===== config.mk =====
export PLATFORM = sky130hd
export DESIGN_NAME = regfile_writeback_flat
export DESIGN_NICKNAME = d
export VERILOG_FILES = /design/src/rtl/regfile_writeback_pkg.sv /design/src/rtl/regfile_writeback_if.sv /design/src/rtl/wb_fifo.sv /design/src/rtl/regfile_writeback.sv /design/src/flat_wrapper.sv
export SDC_FILE = /design/constraint.sdc
export NUM_CORES = 1
export LEC_CHECK = 0
export CAP_MARGIN = 5
export CORE_ASPECT_RATIO = 0.9
export CORE_UTILIZATION = 50
export DETAILED_ROUTE_END_ITERATION = 12
export PLACE_DENSITY = 0.74
export SLEW_MARGIN = 10
export SYNTH_ARGS = -nofsm -noshare
export SYNTH_HDL_FRONTEND = slang
export SYNTH_SLANG_ARGS = --single-unit

===== constraint.sdc =====
create_clock -name clock -period 7.45 [get_ports clock]
set_input_delay 0.745 -clock clock [delete_from_list [all_inputs] [get_ports clock]]
set_output_delay 0.745 -clock clock [all_outputs]
set_load 0.01 [all_outputs]

===== src/rtl/regfile_writeback_pkg.sv =====
// regfile_writeback_pkg
//   Shared types and constants for the register-file write-back path.
//   REG_ADDR_W / DATA_W : register address and data widths
//   REG_ZERO            : hard-wired zero register address
//   wb_req_t            : one pending register write {rd, data}
//   wb_src_t            : which source drives the write port next cycle
package regfile_writeback_pkg;

   localparam int unsigned REG_ADDR_W = 5;
   localparam int unsigned DATA_W     = 32;
   localparam int unsigned NUM_REGS   = 1 << REG_ADDR_W;

   localparam logic [REG_ADDR_W-1:0] REG_ZERO = '0;

   typedef struct packed {
      logic [REG_ADDR_W-1:0] rd;
      logic [DATA_W-1:0]     data;
   } wb_req_t;

   typedef enum logic [1:0] {
      SRC_NONE = 2'd0,
      SRC_ALU  = 2'd1,
      SRC_MD   = 2'd2
   } wb_src_t;

endpackage


===== src/rtl/regfile_writeback_if.sv =====
// regfile_writeback_if
//   Valid/ready handshake carrying multdiv results into the write-back block.
//   md_valid : result offered (held with md_rd/md_data until transfer)
//   md_ready : write-back buffer can accept a result
//   md_rd    : destination register of the result
//   md_data  : result value
//   master   : multdiv unit side;  slave : write-back side
interface regfile_writeback_if
   import regfile_writeback_pkg::*;
   ();

   logic                  md_valid;
   logic                  md_ready;
   logic [REG_ADDR_W-1:0] md_rd;
   logic [DATA_W-1:0]     md_data;

   modport master (
      output md_valid,
      output md_rd,
      output md_data,
      input  md_ready
   );

   modport slave (
      input  md_valid,
      input  md_rd,
      input  md_data,
      output md_ready
   );

endinterface


===== src/rtl/wb_fifo.sv =====
// wb_fifo
//   Parameterised-depth FIFO of wb_req_t with simultaneous push/pop.
//   DEPTH     : entries (power of two, >= 2)
//   clock     : rising-edge clock
//   ctrlReset : asynchronous active-high reset, empties the FIFO
//   push/pushData : enqueue (ignored when full)
//   pop           : dequeue head (ignored when empty)
//   headData  : current head entry (valid when !empty)
//   full/empty: occupancy flags
module wb_fifo
   import regfile_writeback_pkg::*;
   #(
      parameter int unsigned DEPTH = 2
   ) (
      input  logic    clock,
      input  logic    ctrlReset,
      input  logic    push,
      input  wb_req_t pushData,
      input  logic    pop,
      output wb_req_t headData,
      output logic    full,
      output logic    empty
   );

   localparam int unsigned PTR_W = (DEPTH > 1) ? $clog2(DEPTH) : 1;
   localparam int unsigned CNT_W = PTR_W + 1;

   wb_req_t            mem [DEPTH];
   logic [PTR_W-1:0]   wrPtr;
   logic [PTR_W-1:0]   rdPtr;
   logic [CNT_W-1:0]   count;
   logic               doPush;
   logic               doPop;

   assign full     = (count == CNT_W'(DEPTH));
   assign empty    = (count == '0);
   assign doPush   = push && !full;
   assign doPop    = pop && !empty;
   assign headData = mem[rdPtr];

   always_ff @(posedge clock or posedge ctrlReset) begin
      if (ctrlReset) begin
         wrPtr <= '0;
         rdPtr <= '0;
         count <= '0;
      end else begin
         if (doPush) wrPtr <= wrPtr + PTR_W'(1);
         if (doPop)  rdPtr <= rdPtr + PTR_W'(1);
         count <= count + CNT_W'(doPush) - CNT_W'(doPop);
      end
   end

   // Storage needs no reset: occupancy is tracked by count alone.
   always_ff @(posedge clock) begin
      if (doPush) mem[wrPtr] <= pushData;
   end

endmodule


===== src/rtl/regfile_writeback.sv =====
// regfile_writeback
//   Drives the register file write port. Merges single-cycle ALU results with
//   buffered multdiv results (ALU has priority) and keeps a per-register busy
//   scoreboard for operands still pending from multdiv.
//   Optional feature macro: REGFILE_BYPASS_EN (adds fwd_* / fwd_data_* ports).
//   Ports:
//     clock, ctrl_reset          : clock, async active-high reset
//     alu_we/alu_rd/alu_data     : ALU result (always accepted)
//     md_issue/md_issue_rd       : multdiv op issued, its destination
//     md (slave modport)         : multdiv result valid/ready handshake
//     rd_addr_a/b, busy_a/b      : decode read addresses and pending flags
//     ctrl_writeEnable/ctrl_writeReg/data_writeReg : registered write port
//     fwd_a/b, fwd_data_a/b      : bypass of the in-flight write (macro only)
module regfile_writeback
   import regfile_writeback_pkg::*;
   #(
      parameter int unsigned MD_BUF_DEPTH = 2
   ) (
      input  logic                  clock,
      input  logic                  ctrl_reset,
      input  logic                  alu_we,
      input  logic [REG_ADDR_W-1:0] alu_rd,
      input  logic [DATA_W-1:0]     alu_data,
      input  logic                  md_issue,
      input  logic [REG_ADDR_W-1:0] md_issue_rd,
      regfile_writeback_if.slave    md,
      input  logic [REG_ADDR_W-1:0] rd_addr_a,
      input  logic [REG_ADDR_W-1:0] rd_addr_b,
      output logic                  busy_a,
      output logic                  busy_b,
      output logic                  ctrl_writeEnable,
      output logic [REG_ADDR_W-1:0] ctrl_writeReg,
      output logic [DATA_W-1:0]     data_writeReg
`ifdef REGFILE_BYPASS_EN
      ,
      output logic                  fwd_a,
      output logic                  fwd_b,
      output logic [DATA_W-1:0]     fwd_data_a,
      output logic [DATA_W-1:0]     fwd_data_b
`endif
   );

   logic                bufFull;
   logic                bufEmpty;
   logic                bufPush;
   logic                bufPop;
   wb_req_t             bufHead;
   wb_req_t             bufIn;
   wb_src_t             wbSrc;
   logic [NUM_REGS-1:0] busy;
   logic [NUM_REGS-1:0] busyNext;

   // Results to r0 still complete the handshake but are never enqueued.
   assign md.md_ready = !bufFull;
   assign bufPush     = md.md_valid && !bufFull && (md.md_rd != REG_ZERO);
   assign bufIn       = '{rd: md.md_rd, data: md.md_data};
   assign bufPop      = (wbSrc == SRC_MD);

   wb_fifo #(
      .DEPTH (MD_BUF_DEPTH)
   ) u_mdBuf (
      .clock     (clock),
      .ctrlReset (ctrl_reset),
      .push      (bufPush),
      .pushData  (bufIn),
      .pop       (bufPop),
      .headData  (bufHead),
      .full      (bufFull),
      .empty     (bufEmpty)
   );

   always_comb begin
      wbSrc = SRC_NONE;
      if (alu_we && (alu_rd != REG_ZERO)) wbSrc = SRC_ALU;
      else if (!bufEmpty)                 wbSrc = SRC_MD;
   end

   // Clear first so a same-cycle set on the same register wins.
   always_comb begin
      busyNext = busy;
      if (bufPop) busyNext[bufHead.rd] = 1'b0;
      if (md_issue && (md_issue_rd != REG_ZERO)) busyNext[md_issue_rd] = 1'b1;
      busyNext[0] = 1'b0;
   end

   always_ff @(posedge clock or posedge ctrl_reset) begin
      if (ctrl_reset) begin
         ctrl_writeEnable <= 1'b0;
         ctrl_writeReg    <= '0;
         data_writeReg    <= '0;
         busy             <= '0;
      end else begin
         busy <= busyNext;
         unique case (wbSrc)
            SRC_ALU: begin
               ctrl_writeEnable <= 1'b1;
               ctrl_writeReg    <= alu_rd;
               data_writeReg    <= alu_data;
            end
            SRC_MD: begin
               ctrl_writeEnable <= 1'b1;
               ctrl_writeReg    <= bufHead.rd;
               data_writeReg    <= bufHead.data;
            end
            default: ctrl_writeEnable <= 1'b0;
         endcase
      end
   end

   assign busy_a = busy[rd_addr_a];
   assign busy_b = busy[rd_addr_b];

`ifdef REGFILE_BYPASS_EN
   assign fwd_a      = ctrl_writeEnable && (ctrl_writeReg == rd_addr_a) && (rd_addr_a != REG_ZERO);
   assign fwd_b      = ctrl_writeEnable && (ctrl_writeReg == rd_addr_b) && (rd_addr_b != REG_ZERO);
   assign fwd_data_a = data_writeReg;
   assign fwd_data_b = data_writeReg;
`endif

   // Only one multdiv op may be outstanding at a time.
   mdIssueSingle: assert property (@(posedge clock) disable iff (ctrl_reset)
      md_issue |-> (busy == '0));

endmodule


===== src/flat_wrapper.sv =====
// flat-port wrapper written by rule: the top's interface ports become plain ports
module regfile_writeback_flat import regfile_writeback_pkg::*;
#(
      parameter int unsigned MD_BUF_DEPTH = 2
   )
  (clock, ctrl_reset, alu_we, alu_rd, alu_data, md_issue, md_issue_rd, rd_addr_a, rd_addr_b, busy_a, busy_b, ctrl_writeEnable, ctrl_writeReg, data_writeReg, md_md_valid, md_md_rd, md_md_data, md_md_ready);
  regfile_writeback_if md_i ();
  input  logic clock;
  input  logic ctrl_reset;
  input  logic alu_we;
  input  logic [REG_ADDR_W-1:0] alu_rd;
  input  logic [DATA_W-1:0] alu_data;
  input  logic md_issue;
  input  logic [REG_ADDR_W-1:0] md_issue_rd;
  input  logic [REG_ADDR_W-1:0] rd_addr_a;
  input  logic [REG_ADDR_W-1:0] rd_addr_b;
  output logic busy_a;
  output logic busy_b;
  output logic ctrl_writeEnable;
  output logic [REG_ADDR_W-1:0] ctrl_writeReg;
  output logic [DATA_W-1:0] data_writeReg;
  input wire logic [$bits(md_i.md_valid)-1:0] md_md_valid;
  input wire logic [$bits(md_i.md_rd)-1:0] md_md_rd;
  input wire logic [$bits(md_i.md_data)-1:0] md_md_data;
  output wire logic [$bits(md_i.md_ready)-1:0] md_md_ready;
  assign md_i.md_valid = md_md_valid;
  assign md_i.md_rd = md_md_rd;
  assign md_i.md_data = md_md_data;
  assign md_md_ready = md_i.md_ready;
  regfile_writeback #(.MD_BUF_DEPTH(MD_BUF_DEPTH)) u_core (.clock(clock), .ctrl_reset(ctrl_reset), .alu_we(alu_we), .alu_rd(alu_rd), .alu_data(alu_data), .md_issue(md_issue), .md_issue_rd(md_issue_rd), .md(md_i), .rd_addr_a(rd_addr_a), .rd_addr_b(rd_addr_b), .busy_a(busy_a), .busy_b(busy_b), .ctrl_writeEnable(ctrl_writeEnable), .ctrl_writeReg(ctrl_writeReg), .data_writeReg(data_writeReg));
endmodule

# Yosys cells after proc, flatten, opt, wreduce, memory -nomap -nowiden
# Memories as Yosys holds them, arrays and structs flattened.
# Index checks and enable logic that the tools add are counted.
# op_classes
addsub	4
n_lt_le_gt_ge	6
n_eq_ne	3
n_mux	17
bitwise	3
n_reduce_logical	16
# op_table
operator	n
$mux 32	2
$pmux 32 s2	1
$and 32x32->32	1
$not 32->32	1
$or 32x32->32	1
$lt 5x6->1 const B	4
$reduce_bool 5->1	3
$bmux 1 s5	2
$demux 1 s5	2
$ge 5x1->1 const B	2
$pmux 5 s2	1
$logic_and 1x1->1	8
$mux 1	7
$eq 2x2->1 const B	2
$mux 2	2
$add 1x1->1 const B	2
$add 2x1->2	1
$eq 2x1->1 const B	1
$logic_not 1->1	2
$logic_not 2->1	1
$reduce_bool 2->1	1
$reduce_or 2->1	1
$sub 2x1->2	1
# totals
ff_bits	73
ramBits	74
in_bits	94
mem_count	1
# mem_list
name	words	width	read_ports	rd_clocked_by_memory_dff	wr	line_no	rtl
u_core.u_mdBuf.mem	2	37	1	0	1	wb_fifo.sv:28	wb_req_t mem [DEPTH];

# Longest topological paths before layout
# Gate-level depths: netlist (run 1).
# An unclocked memory read counts as a cell.
# depth
depth_word	10
mapped_depth	10
mapped_depth_nobuf	8

# Cells and area by module
# Synthesis (run 1) repeated with hierarchy kept, for this count alone.
# unflattened
cells_unflattened	545
hier_area_um2	6801.5
# by_module_without_submodules
mod	n_inst	cells_each	area_per_inst_um2	seq_area_each_um2
regfile_writeback	1	411	3847.4	1726.7
wb_fifo	1	134	2954.1	2322.2

# Worst setup path before layout (run 1)
# Ideal clock, no wire load.
# synth_timing
path_type	input to register
from	input port md_md_rd[3]
to	memory u_core.u_mdBuf.mem[0][0] (netlist name) (enable)
setup_ns	0.431
t_arrival_ns	2.576
setup_slack_ns	4.442
path_stages	3
cell_sequence	or4_1 -> o211ai_1 -> nor2_1
# synth_between
elab_chain_cells	5
# synth_rtl
element	line_no	rtl
start, declared	flat_wrapper.sv:23	input wire logic [$bits(md_i.md_rd)-1:0] md_md_rd;
$reduce_bool 5->1	regfile_writeback.sv:55	assign bufPush = md.md_valid && !bufFull && (md.md_rd != REG_ZERO);
$logic_and 1x1->1	regfile_writeback.sv:55	
$logic_and 1x1->1	wb_fifo.sv:37	assign doPush = push && !full;
$mux 1	wb_fifo.sv:55	if (doPush) mem[wrPtr] <= pushData;
$mux 1 (implied by the code)	wb_fifo.sv:55	
end, declared	wb_fifo.sv:28	
# No other way between the ends.

# Worst setup path after layout (run 1)
# layout_timing
from	input port rd_addr_a[0]
to	output port busy_a
# layout_between
elab_chain_cells	2
# layout_rtl
element	line_no	rtl
start, declared	flat_wrapper.sv:15	input logic [REG_ADDR_W-1:0] rd_addr_a;
$bmux 1 s5	regfile_writeback.sv:110	assign busy_a = busy[rd_addr_a];
$mux 1 (implied by the code)	regfile_writeback.sv:110	
end, declared	flat_wrapper.sv:17	output logic busy_a;
# No other way between the ends. The select of a mux whose other input is x is not followed.

==> flow_summary.toml, run 1 <==
[outcome]
outcome = "finished clean"

[worst_setup_path]
worstSetupStartpointType = "input port"
crit_fanout = 7
cpMaxStageDelayCell = "sky130_fd_sc_hd__clkdlybuf4s50_1"
crit_required_ns = 6.70
worst_path_largest_cell_delay_ns = 0.64
path_cells = "clkdlybuf4s50_1 > mux4_2 > nand2b_1 > o2111ai_1 > nand4_1 > clkdlybuf4s50_1"
path_common_cell = "sky130_fd_sc_hd__clkdlybuf4s50_1"
largest_delay_contributor_family_on_the_critical_path = "buffers and inverters"
setup.worst_path.start = "rd_addr_a[0]"
crit_type = "in -> out"
crit_buf_inv = 2
endpoint_kind = "output port"
regToRegStartpoint = "u_core.u_mdBuf.rdPtr$_DFFE_PP0P_"
worstPathArrival_ns = 2.83

[global_route]
grtUsageTotal_pct = 25.0
grt_pass1_wl_um = 25600
pin_count_of_the_biggest_net_entering_global_routing = 86
grt_overflow_total = 0
vias_in_the_first_global_route = 5088
antenna_found_initial = 0

[clock_network]
tritoncts = "done"
cts-hold-fix-buffers = 0
cts_max_path_bufs = 2
cts_root_buf = "sky130_fd_sc_hd__clkbuf_16"
insertion_delay_ns = 0.42
cts-resized-gates = 0
clk_sinks = 147
path_clk_slew_ns = 0.06
h-tree-depth = 4
number_of_buffers_created_by_cts = 17
cts.repair_timing.setup_buffer_count = 0

[routing]
detail_route.drc_violations = 0
detailedRoute.firstIterationViolations = 422
drt_wl_total_um = 16100
wl_per_cell_um = 18.5
via_count_of_the_routed_design = 4993
avgViaCountPerCell = 5.71
dr.pass1.iters = 8
detail-route-antenna-nets = 0

[sta]
slew-limit-headroom_pct = 22.8
setup_viols_final = 0
hold_violations = 0
worst-slew-pin-transition_ns = 1.16
final.min_clock_period_ns = 3.57
totalNegativeSetupSlack_ns = 0
fmax_ghz = 0.280
timing_max_transition_violations_final = 0
clock-skew-final_ns = 0.00969
grt_setup_unrepaired = "false"
period_share_pct = 48.0

[cells_and_area]
design.final.nets = 793
final_layout_size_suffix_gt1_share_pct = 7.32
flow.area_growth_from_synthesis_pct = 29.8
diodes = 0
final_cell_area_um2 = 8610
count_of_filler_cells_inserted_in_the_layout = 969
final-seq-area_um2 = 4050
final_common_cell = "sky130_fd_sc_hd__clkdlybuf4s50_1"
layout_common_cells = "sky130_fd_sc_hd__clkdlybuf4s50_1, sky130_fd_sc_hd__nand2_1, sky130_fd_sc_hd__edfxtp_1"
count_of_placed_standard_cells_in_the_final_layout_fillers_left_out = 874
multi_input_comb_area_um2 = 2430

[worst_hold_path]
min-delay-start = "u_core.busy[9]$_DFF_PP0_"
hold_class = "reg -> reg"

[placed_design]
io_buffer_count = 134
dp_hpwl_um = 11000
routabilityCongestion = 0.853
numPlacedInstances = 842
dpl_cell_area_um2 = 8070

[power]
net-switching-power_mw = 1.08
netSwitchingFraction_pct = 34.3
power.share.clock_pct = 24.9
power_mw = 3.16
reported_leakage_power_nw = 3.37
pwr-share-comb_pct = 33.5
power_per_cell_area_nw_per_um2 = 367
max-vdd-ir-drop_mv = 0.240
power.sequential.fraction_pct = 41.6
internal_power_consumption_mw = 2.08

[run]
cap_violations = 0

[synth]
proportion_of_synthesized_chip_area_in_sequential_cells_pct = 61.0
netlist_top_cells_area = "sky130_fd_sc_hd__edfxtp_1, sky130_fd_sc_hd__dfrtp_1, sky130_fd_sc_hd__mux2i_1"
yosys_warnings = 0
netlist_area_um2 = 6640
syn_inst = 574
syn_area_per_cell_um2 = 11.6
yosys_most_used_dff = "sky130_fd_sc_hd__edfxtp_1"
synth-async-reset-ratio_pct = 49.7
syn_nets = 670
synth_enable_flop_cells = 74
synth_area_leader_cell = "sky130_fd_sc_hd__edfxtp_1"
synth_top_cell_area_share_pct = 33.5
synth_seq_cells = 147
yosys.cell_types.count = 35

[floorplanning]
floorplan.core_area_um2 = 12800
dieHeight_um = 111
floorplan.rows = 39
initial_utilization_pct = 51.7
floorplan.io_pins = 135
die_width_um = 123
design.die.area_um2 = 13700
## per-layer routing
layer,vias to the layer above,global-route usage (%),wire length [µm]
li1,2364,-,-
met1,2405,32.0,6820
met2,197,38.7,7680
met3,27,8.64,1310
met4,0,9.80,326
met5,-,0,0
## layout make-up
class / instances / share of cell area [%]
Sequential cell: 147 / 47.0
Multi-Input combinational cell: 388 / 28.2
Timing Repair Buffer: 138 / 15.9
Clock buffer: 22 / 5.27
Tap cell: 164 / 2.38
Clock inverter: 10 / 1.00
Inverter: 5 / 0.218
## power groups by stage
stage | registers (mW) | logic (mW) | clock network (mW)
2_1_floorplan | 1.28 | 0.668 | 0
3_3_place_gp | 1.32 | 1.04 | 0
3_5_place_dp | 1.32 | 1.07 | 0
4_1_cts | 1.31 | 1.07 | 0.796
5_1_grt | 1.34 | 1.17 | 0.832
6_report | 1.32 | 1.06 | 0.786
## synth_stat cells, types with 2 or more instances
cell / count
sky130_fd_sc_hd__buf_1: 5
sky130_fd_sc_hd__mux2i_1: 54
sky130_fd_sc_hd__nor2_1: 47
sky130_fd_sc_hd__or4_1: 3
sky130_fd_sc_hd__buf_6: 4
sky130_fd_sc_hd__inv_1: 5
sky130_fd_sc_hd__nand2b_1: 11
sky130_fd_sc_hd__mux4_2: 6
sky130_fd_sc_hd__o21ai_1: 5
sky130_fd_sc_hd__a22oi_1: 4
sky130_fd_sc_hd__a211oi_1: 2
sky130_fd_sc_hd__buf_2: 5
sky130_fd_sc_hd__mux2_2: 5
sky130_fd_sc_hd__ha_1: 2
sky130_fd_sc_hd__nand2_1: 96
sky130_fd_sc_hd__o2111ai_1: 2
sky130_fd_sc_hd__dfrtp_1: 73
sky130_fd_sc_hd__o211ai_1: 3
sky130_fd_sc_hd__nand3_1: 16
sky130_fd_sc_hd__nor2b_1: 6
sky130_fd_sc_hd__nand4_1: 4
sky130_fd_sc_hd__edfxtp_1: 74
sky130_fd_sc_hd__clkbuf_1: 20
sky130_fd_sc_hd__xnor2_1: 3
sky130_fd_sc_hd__o41ai_1: 30
sky130_fd_sc_hd__a21oi_1: 39
sky130_fd_sc_hd__o21ai_0: 42
## kinds of logic after synthesis
group                      after synthesis  synth area share [%]
adders and majority gates                2                 0.377
DFF                                    147                  61.0
muxes                                   66                  11.2
AOI/OAI and AO/OA                      130                  12.2
and+or+nand+nor                        186                  11.9
buffers and inverters                   39                  2.75
xor gates and xnor gates                 4                 0.528
## flip-flops by register name, indices dropped and copies added, names as in the netlist
name,cells
u_core.data_writeReg,32
u_core.u_mdBuf.count,2
u_core.ctrl_writeEnable,1
u_core.u_mdBuf.mem,74
u_core.ctrl_writeReg,5
u_core.u_mdBuf.rdPtr,1
u_core.u_mdBuf.wrPtr,1
u_core.busy,31
## through the flow
stage / hold WS (ns) / util [%] / worst slack, ns
5_1_grt: 0.567 / 67.1 / 3.72
6_report: 0.542 / 67.1 / 3.88
3_3_place_gp: 0.534 / 62.9 / 3.87
2_1_floorplan: 0.468 / - / 4.44
3_5_place_dp: 0.527 / 62.9 / 3.85
4_1_cts: 0.540 / 67.1 / 3.86
## path summary, 6_finish.rpt
| path | cells past startpoint | slack, ns | to |
|---|---|---|---|
| hold reg to reg | 2 | 0.54 | u_core.busy[9]$_DFF_PP0_ |
| max in group asynchronous | 3 | 5.82 | u_core.u_mdBuf.rdPtr$_DFFE_PP0P_ |
| min in group asynchronous | 3 | 0.94 | u_core.data_writeReg[7]$_DFFE_PP0P_ |
| setup reg to reg | 5 | 4.58 | u_core.busy[5]$_DFF_PP0_ |
| hold / removal | 2 | 0.54 | u_core.busy[9]$_DFF_PP0_ |
| setup / recovery | 6 | 3.88 | busy_a |
## worst register-to-register path: cells and delay by family (launching register included)
family / cells / cell delay [ns]
simple gates: 2 / 0.55
buf+inv: 1 / 0.53
mux: 1 / 0.68
flops: 1 / 0.58
compound gates: 1 / 0.41
(Power assumes the default switching activity.)
==> run 2, diff against run 1 <==
--- a/config.mk
+++ b/config.mk
@@ -7,9 +7,9 @@
 export LEC_CHECK = 0
 export CAP_MARGIN = 5
 export CORE_ASPECT_RATIO = 0.9
-export CORE_UTILIZATION = 50
+export CORE_UTILIZATION = 47
 export DETAILED_ROUTE_END_ITERATION = 12
-export PLACE_DENSITY = 0.74
+export PLACE_DENSITY = 0.73
 export SLEW_MARGIN = 10
 export SYNTH_ARGS = -nofsm -noshare
 export SYNTH_HDL_FRONTEND = slang
==> constraint.sdc (replaced) <==
create_clock -name clock -period 3.1 [get_ports clock]
set_input_delay 0.31 -clock clock [delete_from_list [all_inputs] [get_ports clock]]
set_output_delay 0.31 -clock clock [all_outputs]
set_load 0.01 [all_outputs]
==> run 2 against run 1 <==
Effect of this change:
- final cell count grew 3.7%
- global-route usage is 0.94 points lower
- sequential cell count is the same
- wire length rose by 2.6%
- sequential power is 140% higher
- non-clock buffer count rose by 7
- setup slack lost 3.5 ns
- cell area up 1.7%
- register-to-register slack worse by 3.5 ns
- critical endpoint is now busy_b
- largest cell class unchanged
==> flow_summary.toml, run 2 (synthesis gave the netlist of run 1 again) <==
[power]
net-switching-power_mw = 2.73
power_per_cell_area_nw_per_um2 = 888
reported_leakage_power_nw = 3.42
netSwitchingFraction_pct = 35.1
internal_power_consumption_mw = 5.05
max-vdd-ir-drop_mv = 0.521
pwr-share-comb_pct = 34.1
power.share.clock_pct = 25.6
power.sequential.fraction_pct = 40.4

[clock_network]
cts_max_path_bufs = 2
number_of_buffers_created_by_cts = 17
cts-resized-gates = 0
cts.repair_timing.setup_buffer_count = 0
cts_root_buf = "sky130_fd_sc_hd__clkbuf_16"
clk_sinks = 147
h-tree-depth = 4
tritoncts = "done"
insertion_delay_ns = 0.42
cts-hold-fix-buffers = 0
path_clk_slew_ns = 0.06

[routing]
via_count_of_the_routed_design = 5072
detailedRoute.firstIterationViolations = 373
drt_wl_total_um = 16600
wl_per_cell_um = 18.3
detail_route.drc_violations = 0
avgViaCountPerCell = 5.60
dr.pass1.iters = 6
detail-route-antenna-nets = 0

[worst_setup_path]
timing.reg2reg.worst_path_depth = 7
crit_fanout = 7
worstSetupStartpointType = "input port"
worstPathArrival_ns = 2.45
r2r_setup_slack_ns = 1.05
crit_type = "in -> out"
endpoint_kind = "output port"
crit_required_ns = 2.79

[cells_and_area]
flow.area_growth_from_synthesis_pct = 32.0
largest_register_ff_count = 74
count_of_filler_cells_inserted_in_the_layout = 1018
layout_top_registers = "u_core.u_mdBuf.mem x74, u_core.data_writeReg x32, u_core.busy x31"
final_layout_size_suffix_gt1_share_pct = 8.79
final_cell_area_um2 = 8760
final_common_cell = "sky130_fd_sc_hd__clkdlybuf4s50_1"
largest-register = "u_core.u_mdBuf.mem"
final-seq-area_um2 = 4050
diodes = 0
multi_input_comb_area_um2 = 2430
design.final.nets = 800
layout_common_cells = "sky130_fd_sc_hd__clkdlybuf4s50_1, sky130_fd_sc_hd__nand2_1, sky130_fd_sc_hd__edfxtp_1"

[sta]
setup_viols_final = 0
totalNegativeSetupSlack_ns = 0
final.min_clock_period_ns = 2.76
timing_max_transition_violations_final = 0
hold_violations = 0
fmax_ghz = 0.362
worst-slew-pin-transition_ns = 0.635
grt_setup_unrepaired = "false"
period_share_pct = 89.0
clock-skew-final_ns = 0.00916
slew-limit-headroom_pct = 57.3

[placed_design]
dpl_cell_area_um2 = 8180
io_buffer_count = 134
dp_hpwl_um = 11600
routabilityCongestion = 0.895

[global_route]
grt_overflow_total = 0
grtUsageTotal_pct = 24.0
grt_pass1_wl_um = 26500
pin_count_of_the_biggest_net_entering_global_routing = 74
antenna_found_initial = 0
vias_in_the_first_global_route = 5208

[floorplanning]
floorplan.rows = 40
dieHeight_um = 115
initial_utilization_pct = 48.9
die_width_um = 127
design.die.area_um2 = 14600
floorplan.core_area_um2 = 13600
floorplan.io_pins = 135

[outcome]
outcome = "finished clean"

[worst_hold_path]
hold_class = "in -> async"

[run]
cap_violations = 0
==> run 2: cell types whose count changed in the layout (fill, tap and decap cells not counted), moves of 2 or more <==
cell,change
sky130_fd_sc_hd__buf_12,+2
sky130_fd_sc_hd__buf_4,+5
sky130_fd_sc_hd__clkinv_2,-4
sky130_fd_sc_hd__inv_6,+4
sky130_fd_sc_hd__inv_8,+2
sky130_fd_sc_hd__clkbuf_1,-4
sky130_fd_sc_hd__clkinv_4,+2
==> run 2: layer usage <==
metal | global-route usage, % | up-vias | part of all wire [%]
met2 | 39.5 | 203 | 48
met3 | 6.92 | 29 | 7.2
met1 | 30.0 | 2464 | 43
met5 | 0 | - | 0
met4 | 10.2 | 0 | 2.3
li1 | - | 2376 | -
==> run 2: power groups by stage <==
stage               sequential (mW)  clock, mW  combinational (mW)
floorplan                      3.08          0                1.61
global placement               3.12          0                2.58
finish                         3.14       1.99                2.65
CTS                            3.13       2.01                2.67
detailed placement             3.16          0                2.65
global route                   3.20       2.09                2.90
==> run 2: cell type report <==
type	count	share of cell area, %
Clock buffer	17	4.86
Clock inverter	15	1.70
Inverter	5	0.214
Multi-Input combinational cell	388	27.7
Sequential cell	147	46.3
Tap cell	189	2.70
Timing Repair Buffer	145	16.5
==> run 2: worst max-delay path, stage by stage <==
cell	delay, ns
sky130_fd_sc_hd__clkdlybuf4s50_1	0.67
sky130_fd_sc_hd__mux4_2	0.55
sky130_fd_sc_hd__nand2b_1	0.16
sky130_fd_sc_hd__o211ai_1	0.12
sky130_fd_sc_hd__nand4_1	0.13
sky130_fd_sc_hd__clkdlybuf4s50_1	0.50
==> run 2: path summary, 6_finish.rpt <==
kind                                                   endpoint                               from
hold reg to reg                       u_core.busy[18]$_DFF_PP0_          u_core.busy[18]$_DFF_PP0_
hold / removal              u_core.data_writeReg[1]$_DFFE_PP0P_                         ctrl_reset
min in group clock         u_core.data_writeReg[20]$_DFFE_PP0P_                       alu_data[20]
setup reg to reg              u_core.u_mdBuf.count[1]$_DFF_PP0_  u_core.u_mdBuf.count[1]$_DFF_PP0_
max in group asynchronous      u_core.u_mdBuf.rdPtr$_DFFE_PP0P_                         ctrl_reset
setup / recovery                                         busy_b                       rd_addr_b[0]
==> run 2: through the flow <==
step	worst slack, ns	util [%]	hold WS [ns]	instances	total power [mW]
finish	0.341	64.6	0.265	906	7.78
CTS	0.342	64.6	0.317	906	7.81
global route	0.230	64.6	0.335	906	8.20
global placement	0.398	60.3	0.511	874	5.71
floorplan	0.355	-	0.408	574	4.68
detailed placement	0.349	60.3	0.526	874	5.81
